$ cat config.mk
export PLATFORM = sky130hd
export DESIGN_NAME = supersonic_if_flat
export DESIGN_NICKNAME = d
export VERILOG_FILES = /design/src/rtl/supersonic_pkg.sv /design/src/rtl/supersonic_if_if.sv /design/src/rtl/supersonic_if_echo_sync.sv /design/src/rtl/supersonic_if.sv /design/src/flat_wrapper.sv
export SDC_FILE = /design/constraint.sdc
export NUM_CORES = 1
export LEC_CHECK = 0
export ABC_CLOCK_PERIOD_IN_PS = 7300
export CORE_AREA = 4 4 141 143
export CTS_CLUSTER_SIZE = 10
export DETAILED_ROUTE_END_ITERATION = 16
export DIE_AREA = 0 0 145 147
export RECOVER_POWER = 25
export REMOVE_ABC_BUFFERS = 1
export SLEW_MARGIN = 0
export SYNTH_ARGS = -nofsm -noshare
export SYNTH_HDL_FRONTEND = slang
export SYNTH_HIERARCHICAL = 1
export SYNTH_SLANG_ARGS = --single-unit
$ cat constraint.sdc
create_clock -name clk -period 7.3 [get_ports clk]
set_input_delay 2.19 -clock clk [delete_from_list [all_inputs] [get_ports clk]]
set_output_delay 2.19 -clock clk [all_outputs]
set_load 0.01 [all_outputs]
$ cat src/rtl/supersonic_pkg.sv
// Shared types and default timing for the ultrasonic sensor responder.
package supersonic_pkg;

  typedef enum logic [2:0] {
    ST_IDLE,
    ST_TRIG,
    ST_WAIT_RISE,
    ST_MEASURE,
    ST_DONE,
    ST_HOLDOFF
  } state_t;

  localparam int unsigned TRIG_CYCLES_DEF  = 500;
  localparam int unsigned CYC_PER_MM_DEF   = 292;
  localparam int unsigned RISE_TIMEOUT_DEF = 1_000_000;
  localparam int unsigned ECHO_MAX_DEF     = 1_900_000;
  localparam int unsigned HOLDOFF_DEF      = 3_000_000;
  localparam int unsigned DIST_W           = 32;

  function automatic int unsigned max2(input int unsigned a, input int unsigned b);
    return (a > b) ? a : b;
  endfunction

  // Phase counter is sized for the longest of the cycle-count parameters.
  localparam int unsigned CNT_W = $clog2(max2(max2(TRIG_CYCLES_DEF, RISE_TIMEOUT_DEF),
                                              max2(ECHO_MAX_DEF, HOLDOFF_DEF)));

endpackage

$ cat src/rtl/supersonic_if_if.sv
// Controller-side request/result handshake of the ultrasonic responder.
interface supersonic_if_if;
  import supersonic_pkg::*;

  logic              trigger;
  logic              triggerSuc;
  logic              valid;
  logic              timeout;
  logic [DIST_W-1:0] distance;

  modport master (output trigger, input triggerSuc, valid, distance, timeout);
  modport slave  (input trigger, output triggerSuc, valid, distance, timeout);

endinterface

$ cat src/rtl/supersonic_if_echo_sync.sv
// Two-flop synchronizer for the sensor ECHO pin plus one-cycle rise/fall pulses.
module supersonic_if_echo_sync (
  input  logic clk,
  input  logic rst,
  input  logic echo,
  output logic rise_c,
  output logic fall_c
);

  // sh[1] is the synchronized level, sh[2] its previous value.
  logic [2:0] sh;

  always_ff @(posedge clk or posedge rst) begin
    if (rst) sh <= '0;
    else     sh <= {sh[1:0], echo};
  end

  assign rise_c =  sh[1] & ~sh[2];
  assign fall_c = ~sh[1] &  sh[2];

endmodule

$ cat src/rtl/supersonic_if.sv
// Responder for an HC-SR04-class sensor: issues TRIG, times ECHO, reports range in mm.
module supersonic_if
  import supersonic_pkg::*;
#(
  parameter int unsigned TRIG_CYCLES  = TRIG_CYCLES_DEF,
  parameter int unsigned CYC_PER_MM   = CYC_PER_MM_DEF,
  parameter int unsigned RISE_TIMEOUT = RISE_TIMEOUT_DEF,
  parameter int unsigned ECHO_MAX     = ECHO_MAX_DEF,
  parameter int unsigned HOLDOFF      = HOLDOFF_DEF
) (
  input  logic             clk,
  input  logic             rst,
  supersonic_if_if.slave   bus,
  output logic             trig_pin,
  input  logic             echo_pin
);

  localparam int unsigned PRE_W = (CYC_PER_MM > 1) ? $clog2(CYC_PER_MM) : 1;

  state_t            state;
  logic [CNT_W-1:0]  cnt;
  logic [PRE_W-1:0]  pre;
  logic [DIST_W-1:0] mm;
  logic              res_to;
  logic              rise_c;
  logic              fall_c;

  supersonic_if_echo_sync u_echo_sync (
    .clk    (clk),
    .rst    (rst),
    .echo   (echo_pin),
    .rise_c (rise_c),
    .fall_c (fall_c)
  );

  always_ff @(posedge clk or posedge rst) begin
    if (rst) begin
      state          <= ST_IDLE;
      cnt            <= '0;
      pre            <= '0;
      mm             <= '0;
      res_to         <= 1'b0;
      trig_pin       <= 1'b0;
      bus.triggerSuc <= 1'b0;
      bus.valid      <= 1'b0;
      bus.timeout    <= 1'b0;
      bus.distance   <= '0;
    end else begin
      bus.triggerSuc <= 1'b0;
      bus.valid      <= 1'b0;
      case (state)
        ST_IDLE: begin
          if (bus.trigger) begin
            state          <= ST_TRIG;
            trig_pin       <= 1'b1;
            cnt            <= '0;
            bus.triggerSuc <= (TRIG_CYCLES == 1);
          end
        end
        ST_TRIG: begin
          // Ack lands on the last TRIG-high cycle.
          if (cnt == CNT_W'(TRIG_CYCLES - 1)) begin
            trig_pin <= 1'b0;
            state    <= ST_WAIT_RISE;
            cnt      <= CNT_W'(1);
          end else begin
            cnt            <= cnt + CNT_W'(1);
            bus.triggerSuc <= (cnt == CNT_W'(TRIG_CYCLES - 2));
          end
        end
        ST_WAIT_RISE: begin
          // cnt counts cycles since TRIG fell, including the DONE cycle.
          if (rise_c) begin
            state <= ST_MEASURE;
            cnt   <= '0;
            pre   <= '0;
            mm    <= '0;
          end else if (cnt >= CNT_W'(RISE_TIMEOUT - 1)) begin
            state  <= ST_DONE;
            res_to <= 1'b1;
          end else begin
            cnt <= cnt + CNT_W'(1);
          end
        end
        ST_MEASURE: begin
          if (pre == PRE_W'(CYC_PER_MM - 1)) begin
            pre <= '0;
            if (mm != '1) mm <= mm + DIST_W'(1);
          end else begin
            pre <= pre + PRE_W'(1);
          end
          // A fall coinciding with the ECHO_MAX limit is reported as a valid range.
          if (fall_c) begin
            state  <= ST_DONE;
            res_to <= 1'b0;
          end else if (cnt == CNT_W'(ECHO_MAX - 1)) begin
            state  <= ST_DONE;
            res_to <= 1'b1;
          end else begin
            cnt <= cnt + CNT_W'(1);
          end
        end
        ST_DONE: begin
          bus.valid    <= 1'b1;
          bus.timeout  <= res_to;
          bus.distance <= res_to ? '1 : mm;
          state        <= ST_HOLDOFF;
          cnt          <= '0;
        end
        ST_HOLDOFF: begin
          if (cnt == CNT_W'(HOLDOFF - 1)) state <= ST_IDLE;
          else                            cnt   <= cnt + CNT_W'(1);
        end
        default: state <= ST_IDLE;
      endcase
    end
  end

endmodule

$ cat src/flat_wrapper.sv
// flat-port wrapper written by rule: the top's interface ports become plain ports
module supersonic_if_flat import supersonic_pkg::*;
#(
  parameter int unsigned TRIG_CYCLES  = TRIG_CYCLES_DEF,
  parameter int unsigned CYC_PER_MM   = CYC_PER_MM_DEF,
  parameter int unsigned RISE_TIMEOUT = RISE_TIMEOUT_DEF,
  parameter int unsigned ECHO_MAX     = ECHO_MAX_DEF,
  parameter int unsigned HOLDOFF      = HOLDOFF_DEF
)
  (clk, rst, trig_pin, echo_pin, bus_trigger, bus_triggerSuc, bus_valid, bus_distance, bus_timeout);
  supersonic_if_if bus_i ();
  input  logic clk;
  input  logic rst;
  output logic trig_pin;
  input  logic echo_pin;
  input wire logic [$bits(bus_i.trigger)-1:0] bus_trigger;
  output wire logic [$bits(bus_i.triggerSuc)-1:0] bus_triggerSuc;
  output wire logic [$bits(bus_i.valid)-1:0] bus_valid;
  output wire logic [$bits(bus_i.distance)-1:0] bus_distance;
  output wire logic [$bits(bus_i.timeout)-1:0] bus_timeout;
  assign bus_i.trigger = bus_trigger;
  assign bus_triggerSuc = bus_i.triggerSuc;
  assign bus_valid = bus_i.valid;
  assign bus_distance = bus_i.distance;
  assign bus_timeout = bus_i.timeout;
  supersonic_if #(.TRIG_CYCLES(TRIG_CYCLES), .CYC_PER_MM(CYC_PER_MM), .RISE_TIMEOUT(RISE_TIMEOUT), .ECHO_MAX(ECHO_MAX), .HOLDOFF(HOLDOFF)) u_core (.clk(clk), .rst(rst), .bus(bus_i), .trig_pin(trig_pin), .echo_pin(echo_pin));
endmodule
# == Word-level counts from Yosys, hierarchy flattened ==
# Index checks and enable logic that the tools add are counted.
# classes
add_sub_neg,3
magnitude_cmp,1
n_eq_ne,25
n_mux,35
bitwise_logic,4
n_reduce_logical,10
# op_table
operator,count
22-bit two-way mux,7
22-bit one-hot mux with 6 select lines,1
32-bit two-way mux,4
32-bit one-hot mux with 2 select lines,1
22-bit by 9-bit == test with 1-bit output (second input constant),2
32-bit by 1-bit adder with 32-bit output (second input constant),1
32-bit != test (second input constant),1
22-bit by 1-bit adder with 22-bit output (second input constant),1
22-bit by 21-bit == test with 1-bit output (second input constant),1
22-bit == test (second input constant),1
22-bit by 20-bit greater-or-equal comparator with 1-bit output (second input constant),1
3-bit two-way mux,7
9-bit two-way mux,2
3-bit one-hot mux with 6 select lines,1
9-bit one-hot mux with 2 select lines,1
2-bit by 1-bit != test with 1-bit output (second input constant),6
2-bit != test (second input constant),5
9-bit by 1-bit adder with 9-bit output (second input constant),1
9-bit == test (second input constant),1
1-bit two-way mux,9
4-bit AND reduction,2
3-bit by 2-bit == test with 1-bit output (second input constant),2
3-bit == test (second input constant),2
3-bit by 1-bit != test with 1-bit output (second input constant),2
other kinds (12),16
# word_totals
regBits,106
inputBits,4
output_inout_bits,36
elab_cells,89

# == Logic depth before layout (Yosys ltp) ==
# Gate-level depths: netlist of run 1.
# logic_depth
depth_word,4
depth_mapped,8

# == Hierarchy ==
# The synthesis of run 1 kept the hierarchy.
# by_module_without_submodules
mod,n_inst,cells_per_inst,area_per_inst_um2,seq_area_each_um2
supersonic_if,1,600,5416.4,2577.5
supersonic_if_echo_sync,1,6,93.8,75.1

# == Worst setup path before layout of run 1 ==
# Ideal clock, no wire load.
# synth_timing
path_kind,input to register
startpoint,input bus_trigger
endpoint,register u_core.cnt[14]
t_arrival_ns,3.182
t_required_ns,7.197
setup_slack_ns,4.014
cell_stages,4
path_buffers,1
cell_sequence,o32ai_1 clkbuf_1 o31ai_1 o41ai_2
# synth_between
elab_chain_len,2
# synth_lines
element,line_no,text
"start, declared",flat_wrapper.sv:16,input wire logic [$bits(bus_i.trigger)-1:0] bus_trigger;
2-bit != test (no line),--,
6-bit AND reduction (no line),--,
"end signal, assigned",supersonic_if.sv:67,cnt <= cnt + CNT_W'(1);
"end signal, assigned",supersonic_if.sv:82,cnt <= cnt + CNT_W'(1);
"end signal, assigned",supersonic_if.sv:100,cnt <= cnt + CNT_W'(1);
"end, declared",supersonic_if.sv:21,logic [CNT_W-1:0] cnt;
# No other way between the ends.
# A chain may end at the register's enable or synchronous reset.

# == Worst setup path after layout of run 1 ==
# layout_timing
startpoint,input bus_trigger
endpoint,register u_core.cnt[8]
# The elaborated chain is that of the path after synthesis.

==> results of run 1 <==
-- cells in the mapped netlist, drive strengths merged (14+ instances only) --
cell type / count
nor2: 109
dfrtp: 106
a21oi: 41
nand2: 39
o31ai: 37
nand3: 31
o21ai: 29
nand4: 23
clkbuf: 19
buf: 16
xor2: 16
and3: 15
inv: 14
-- worst max-delay path by stage --
stage           startpoint                            endpoint  slack, ns
2_1_floorplan          rst  u_core/bus.distance[0]$_DFFE_PP0P_       2.41
3_3_place_gp   bus_trigger          u_core/cnt[14]$_DFFE_PP0P_       3.05
3_5_place_dp   bus_trigger           u_core/cnt[9]$_DFFE_PP0P_       3.04
4_1_cts        bus_trigger           u_core/cnt[8]$_DFFE_PP0P_       3.37
5_1_grt        bus_trigger           u_core/cnt[8]$_DFFE_PP0P_       3.24
6_report       bus_trigger           u_core/cnt[8]$_DFFE_PP0P_       3.34
-- through the flow --
step / cells / area [µm²] / utilization, % / hold WS, ns / total power (µW)
after floorplan: 571 / 5350 / - / 0.331 / 693
after global placement: 850 / 6090 / 32.8 / 0.336 / 716
after detailed placement: 850 / 6090 / 32.8 / 0.339 / 716
after CTS: 866 / 6380 / 34.4 / 0.354 / 1200
after global routing: 866 / 6360 / 34.2 / 0.370 / 1230
final: 866 / 6360 / 34.2 / 0.350 / 1180
-- layer usage --
layer	up-vias	GRT usage, %	share of wire, %
li1	2252	-	-
met1	2195	16.8	49
met2	95	19.9	46
met3	12	2.93	4.1
met4	0	3.23	1.1
met5	-	0	0
-- logic make-up (layout without fill, tap and decap cells) --
family                   Yosys count  after routing  share of synthesized area (%)
AO/OA/AOI/OAI                    138            138                           16.3
AND/OR/NAND/NOR                  282            282                           26.3
multiplexers                       5              5                          0.976
adder cells (fa/ha/maj)            4              4                          0.908
flip-flops                       106            106                           48.1
buffers and inverters             49             75                           3.95
XOR/XNOR                          22             22                           3.50
-- flip-flops by register name, summed over array words and instances (netlist names) --
name and count:
u_core/trig_pin 1, u_core/bus.distance 32, u_core/mm 32, u_core/pre 9
u_core/res_to 1, u_core/cnt 22, u_core/state 3, u_core/bus.timeout 1
u_core/u_echo_sync/sh 3, u_core/bus.triggerSuc 1, u_core/bus.valid 1
-- power by group --
part	switching, µW	internal (µW)
Clock	228	247
Sequential	30.5	605
Combinational	40.7	29.6
Total	299	881
-- final cells by class --
type                    count  area [µm²]
clock buffers              11         243
clock inverters             5        46.3
fillers                  1936       12200
inverters                  14        55.1
multi-input cells         451        2650
flip-flops and latches    106        2650
well taps                 234         293
repair buffers             45         428
==> flow_summary.ini, run 1 <==
[critical_path]
crit_family = buffers and inverters
path_cells = clkdlybuf4s50_1, o32ai_2, buf_4, or3_1, o41ai_1
r2r_slack_ns = 3.95
crit_type = in2reg
r2r_end = u_core/bus.timeout$_DFFE_PP0P_
cp.depth = 5
cp-start-kind = primary input
r2r_start = u_core/state[2]$_DFFE_PP0P_
slowest_stage = or3_1
r2r_cells = 4
worstPathRequired_ns = 7.52
crit_fanout = 24
cp_num_buf_inv = 2
arrival_ns = 4.19
critical_path.max_stage_delay_ns = 0.72
critPathCaptureType = register

[hold_path]
min_to = u_core/u_echo_sync/sh[1]$_DFF_PP0_
hold_path_depth = 0
hold_path.class = reg2reg
worstHoldStart = u_core/u_echo_sync/sh[0]$_DFF_PP0_

[clock_network]
clkTransAtPathRegs_ns = 0.07
clock-sinks = 106
cts_resized = 0
clk_latency_ns = 0.35
cts.path.max_buffers = 2
cts_setup_buffers = 0
cts_tree = done
ctsHoldBuffers = 0
cts_buffers = 9
htreeDepth = 3
cts-root-buf = clkbuf_16

[cells_and_area]
layout.nets = 635
layout_commonest_cell = nor2_1
antenna_cells = 0
final_layout_size_suffix_gt1_share_pct = 5.38
area_delta_synth_final_pct = 15.5
final_cell_mix = nor2_1 (109), dfrtp_1 (106), a21oi_1 (41), nand2_1 (39), clkdlybuf4s50_1 (37)

[die]
rows = 50
floorplan.initialDensity_pct = 29.7
core_area_um2 = 18600
die-height_um = 147
die_area_um2 = 21300
io_pins = 40
die_w_um = 145

[sta]
hold_viol_final = 0
finalWorstSetupSlack_ns = 3.34
fin_skew_ns = 0.0118
timing.fmax_mhz = 252
period_share_pct = 54.3
slew_violations = 67
setup_viol = 0
rsz0062_at_grt = false
min_period_ns = 3.96
fin_setup_tns_ns = 0
relSlewSlack_pct = -72.3
tightest_slew_ns = 2.58

[yosys]
yosys_most_used_dff = dfrtp_1
synth_area_um2 = 5510
ys_async_sr_fraction_pct = 100
seq_area_frac_synth_pct = 48.1
synth_largest_area_cell = dfrtp_1
ys_seq_elements = 106
yosys-top-cells-area = dfrtp_1 (48%), nor2_1 (7.4%), o31ai_1 (5.0%), a21oi_1 (3.7%), nand3_1 (2.7%)
synth_edf_count = 0
yosysWarnings = 6
synthCells = 606
yosysTopAreaCellShare_pct = 48.1
synth_cell_type_count = 60
syn_area_per_cell_um2 = 9.09

[placement]
io_buffer_count = 39
gp_congestion = 0.797
place_worst_setup_slack_ns = 3.04
dp_hpwl_mm = 8.59

[global_routing]
grt_pass1_wl_mm = 22.2
grt.total_usage_pct = 12.4
grt-ovfl-total = 0
grt_max_degree = 67
antenna_found_initial = 0
grt_pass1_vias = 4394

[outcome]
violations = capacitance limit, slew limit
outcome = complete, but fails checks

[routing]
ant_nets = 0
drc_errors = 0
routed_via_density = 5.26
wire_per_inst_um = 14.9
num_vias = 4554
drt-initial-drc-count = 284
first_pass_iters = 5
wirelength_mm = 12.9

[pwr]
max-vdd-ir-drop_uv = 129
power_density_nw_per_um2 = 185
cellLeakagePower_uw = 0.00261

[run]
drv_cap = 1
(Power assumes the default switching activity.)
==> run 2, diff against run 1 <==
--- a/config.mk
+++ b/config.mk
@@ -5,7 +5,7 @@
 export SDC_FILE = /design/constraint.sdc
 export NUM_CORES = 1
 export LEC_CHECK = 0
-export ABC_CLOCK_PERIOD_IN_PS = 7300
+export ABC_CLOCK_PERIOD_IN_PS = 3900
 export CORE_AREA = 4 4 141 143
 export CTS_CLUSTER_SIZE = 10
 export DETAILED_ROUTE_END_ITERATION = 16
==> constraint.sdc (replaced) <==
create_clock -name clk -period 3.9 [get_ports clk]
set_input_delay 1.17 -clock clk [delete_from_list [all_inputs] [get_ports clk]]
set_output_delay 1.17 -clock clk [all_outputs]
set_load 0.01 [all_outputs]
==> run 2 against run 1 <==
Effect of this change: the run still ends with capacitance limit, slew limit left; clock power rose by 87%; hold slack got worse by 0.0016 ns; via count increased by 0.31%; critical path depth decreased by 2; critical path type is now in2async; largest power group unchanged; highest routed layer unchanged.
==> flow_summary.ini, run 2 (synthesis results as in run 1) <==
[global_routing]
grt_max_degree = 67
grt_pass1_vias = 4324
grt_pass1_wl_mm = 21.8
grt-ovfl-total = 0
antenna_found_initial = 0
grt.total_usage_pct = 12.2

[sta]
fin_skew_ns = 0.0119
period_share_pct = 77.0
min_period_ns = 3.00
tightest_slew_ns = 1.83
fin_setup_tns_ns = 0
setup_viol = 0
hold_viol_final = 0
slew_violations = 49
timing.fmax_mhz = 333
rsz0062_at_grt = false
relSlewSlack_pct = -22.2

[routing]
wirelength_mm = 12.8
ant_nets = 0
wire_per_inst_um = 14.8
routed_via_density = 5.25
num_vias = 4568
drc_errors = 0
first_pass_iters = 4
drt-initial-drc-count = 315

[clock_network]
ctsHoldBuffers = 0
clk_latency_ns = 0.35
cts_setup_buffers = 0
clock-sinks = 106
cts_buffers = 9
clkTransAtPathRegs_ns = 0.07
cts_tree = done
cts.path.max_buffers = 2
htreeDepth = 3
cts-root-buf = clkbuf_16
cts_resized = 0

[cells_and_area]
area_delta_synth_final_pct = 16.2
top_regs = u_core/bus.distance (32), u_core/mm (32), u_core/cnt (22)
layout.nets = 639
fillerInstances = 1920
final_cell_mix = nor2_1 (109), dfrtp_1 (106), a21oi_1 (41), nand2_1 (39), clkdlybuf4s50_1 (37)
instances_no_fill = 870
layout_commonest_cell = nor2_1
final_util_pct = 34.5
final_layout_size_suffix_gt1_share_pct = 6.29
regArea_um2 = 2650
antenna_cells = 0
multi_input_area_um2 = 2650

[pwr]
p_sw_uw = 559
pwr-share-seq_pct = 53.8
power_frac_comb_pct = 6.1
max-vdd-ir-drop_uv = 261
power_density_nw_per_um2 = 345
power.share.clock_pct = 40.1
cellLeakagePower_uw = 0.00264
p_sw_share_pct = 25.3
p_int_uw = 1650

[critical_path]
critPathCaptureType = asynchronous set/reset pin
setup.worst_path.end = u_core/bus.distance[13]$_DFFE_PP0P_
r2r_slack_ns = 1.02
cp-start-kind = primary input
r2r_cells = 7
arrival_ns = 3.53
startpoint = rst
r2r_end = u_core/cnt[13]$_DFFE_PP0P_
r2r_start = u_core/cnt[0]$_DFFE_PP0P_
worstPathRequired_ns = 4.43
crit_fanout = 48
crit_type = in2async

[hold_path]
hold_path.class = reg2reg
worstHoldStart = u_core/u_echo_sync/sh[0]$_DFF_PP0_
hold_path_depth = 0

[die]
floorplan.initialDensity_pct = 29.7
rows = 50
die_area_um2 = 21300
core_area_um2 = 18600
io_pins = 40
die_w_um = 145
die-height_um = 147

[placement]
gp_congestion = 0.915
dp_hpwl_mm = 8.79
io_buffer_count = 39
placed_cells = 854

[outcome]
outcome = complete, but fails checks
violations = capacitance limit, slew limit

[run]
drv_cap = 1
[run 2: cell count changes in the layout (fill, tap and decap cells not counted), sizes merged]
cell	delta
buf	+5
clkbuf	-1
[run 2: worst min path at each step]
stage | end | slack (ns)
final | u_core/u_echo_sync/sh[1]$_DFF_PP0_ | 0.35
after global routing | u_core/u_echo_sync/sh[1]$_DFF_PP0_ | 0.37
after CTS | u_core/u_echo_sync/sh[1]$_DFF_PP0_ | 0.35
after detailed placement | u_core/u_echo_sync/sh[1]$_DFF_PP0_ | 0.34
after global placement | u_core/u_echo_sync/sh[1]$_DFF_PP0_ | 0.33
after floorplan | u_core/u_echo_sync/sh[1]$_DFF_PP0_ | 0.33
[run 2: routing by layer]
| layer | track usage (%) | up-vias | part of all wire, % |
|---|---|---|---|
| met5 | 0 | - | 0 |
| met4 | 3.99 | 0 | 1.8 |
| met3 | 2.99 | 21 | 3.5 |
| met2 | 19.1 | 80 | 46 |
| met1 | 16.7 | 2212 | 48 |
| li1 | - | 2255 | - |
[run 2: cell type report]
cell class / instances / share of cell area (%)
Sequential cell: 106 / 41.4
Clock buffer: 11 / 3.79
Inverter: 14 / 0.821
Multi-Input combinational cell: 451 / 41.4
Timing Repair Buffer: 49 / 7.23
Tap cell: 234 / 4.57
Clock inverter: 5 / 0.723
[run 2: critical path, stage by stage]
cell,delay (ns)
dlygate4sd3_1,0.55
inv_1,1.30
buf_4,0.47
[run 2: power by group through the flow]
stage	Clock, µW	Sequential [µW]	Combinational, µW
after floorplan	0	1190	103
after global placement	0	1210	136
after detailed placement	0	1210	139
after CTS	921	1190	138
after global routing	965	1200	156
final	885	1190	135
[run 2: through the flow]
step	hold WS (ns)	setup WS [ns]	area (µm²)	power, µW
2_1_floorplan	0.331	-0.631	5350	1300
3_3_place_gp	0.335	0.887	6120	1340
3_5_place_dp	0.337	0.870	6120	1350
4_1_cts	0.351	1.00	6410	2250
5_1_grt	0.371	0.498	6400	2320
6_report	0.349	0.897	6400	2210
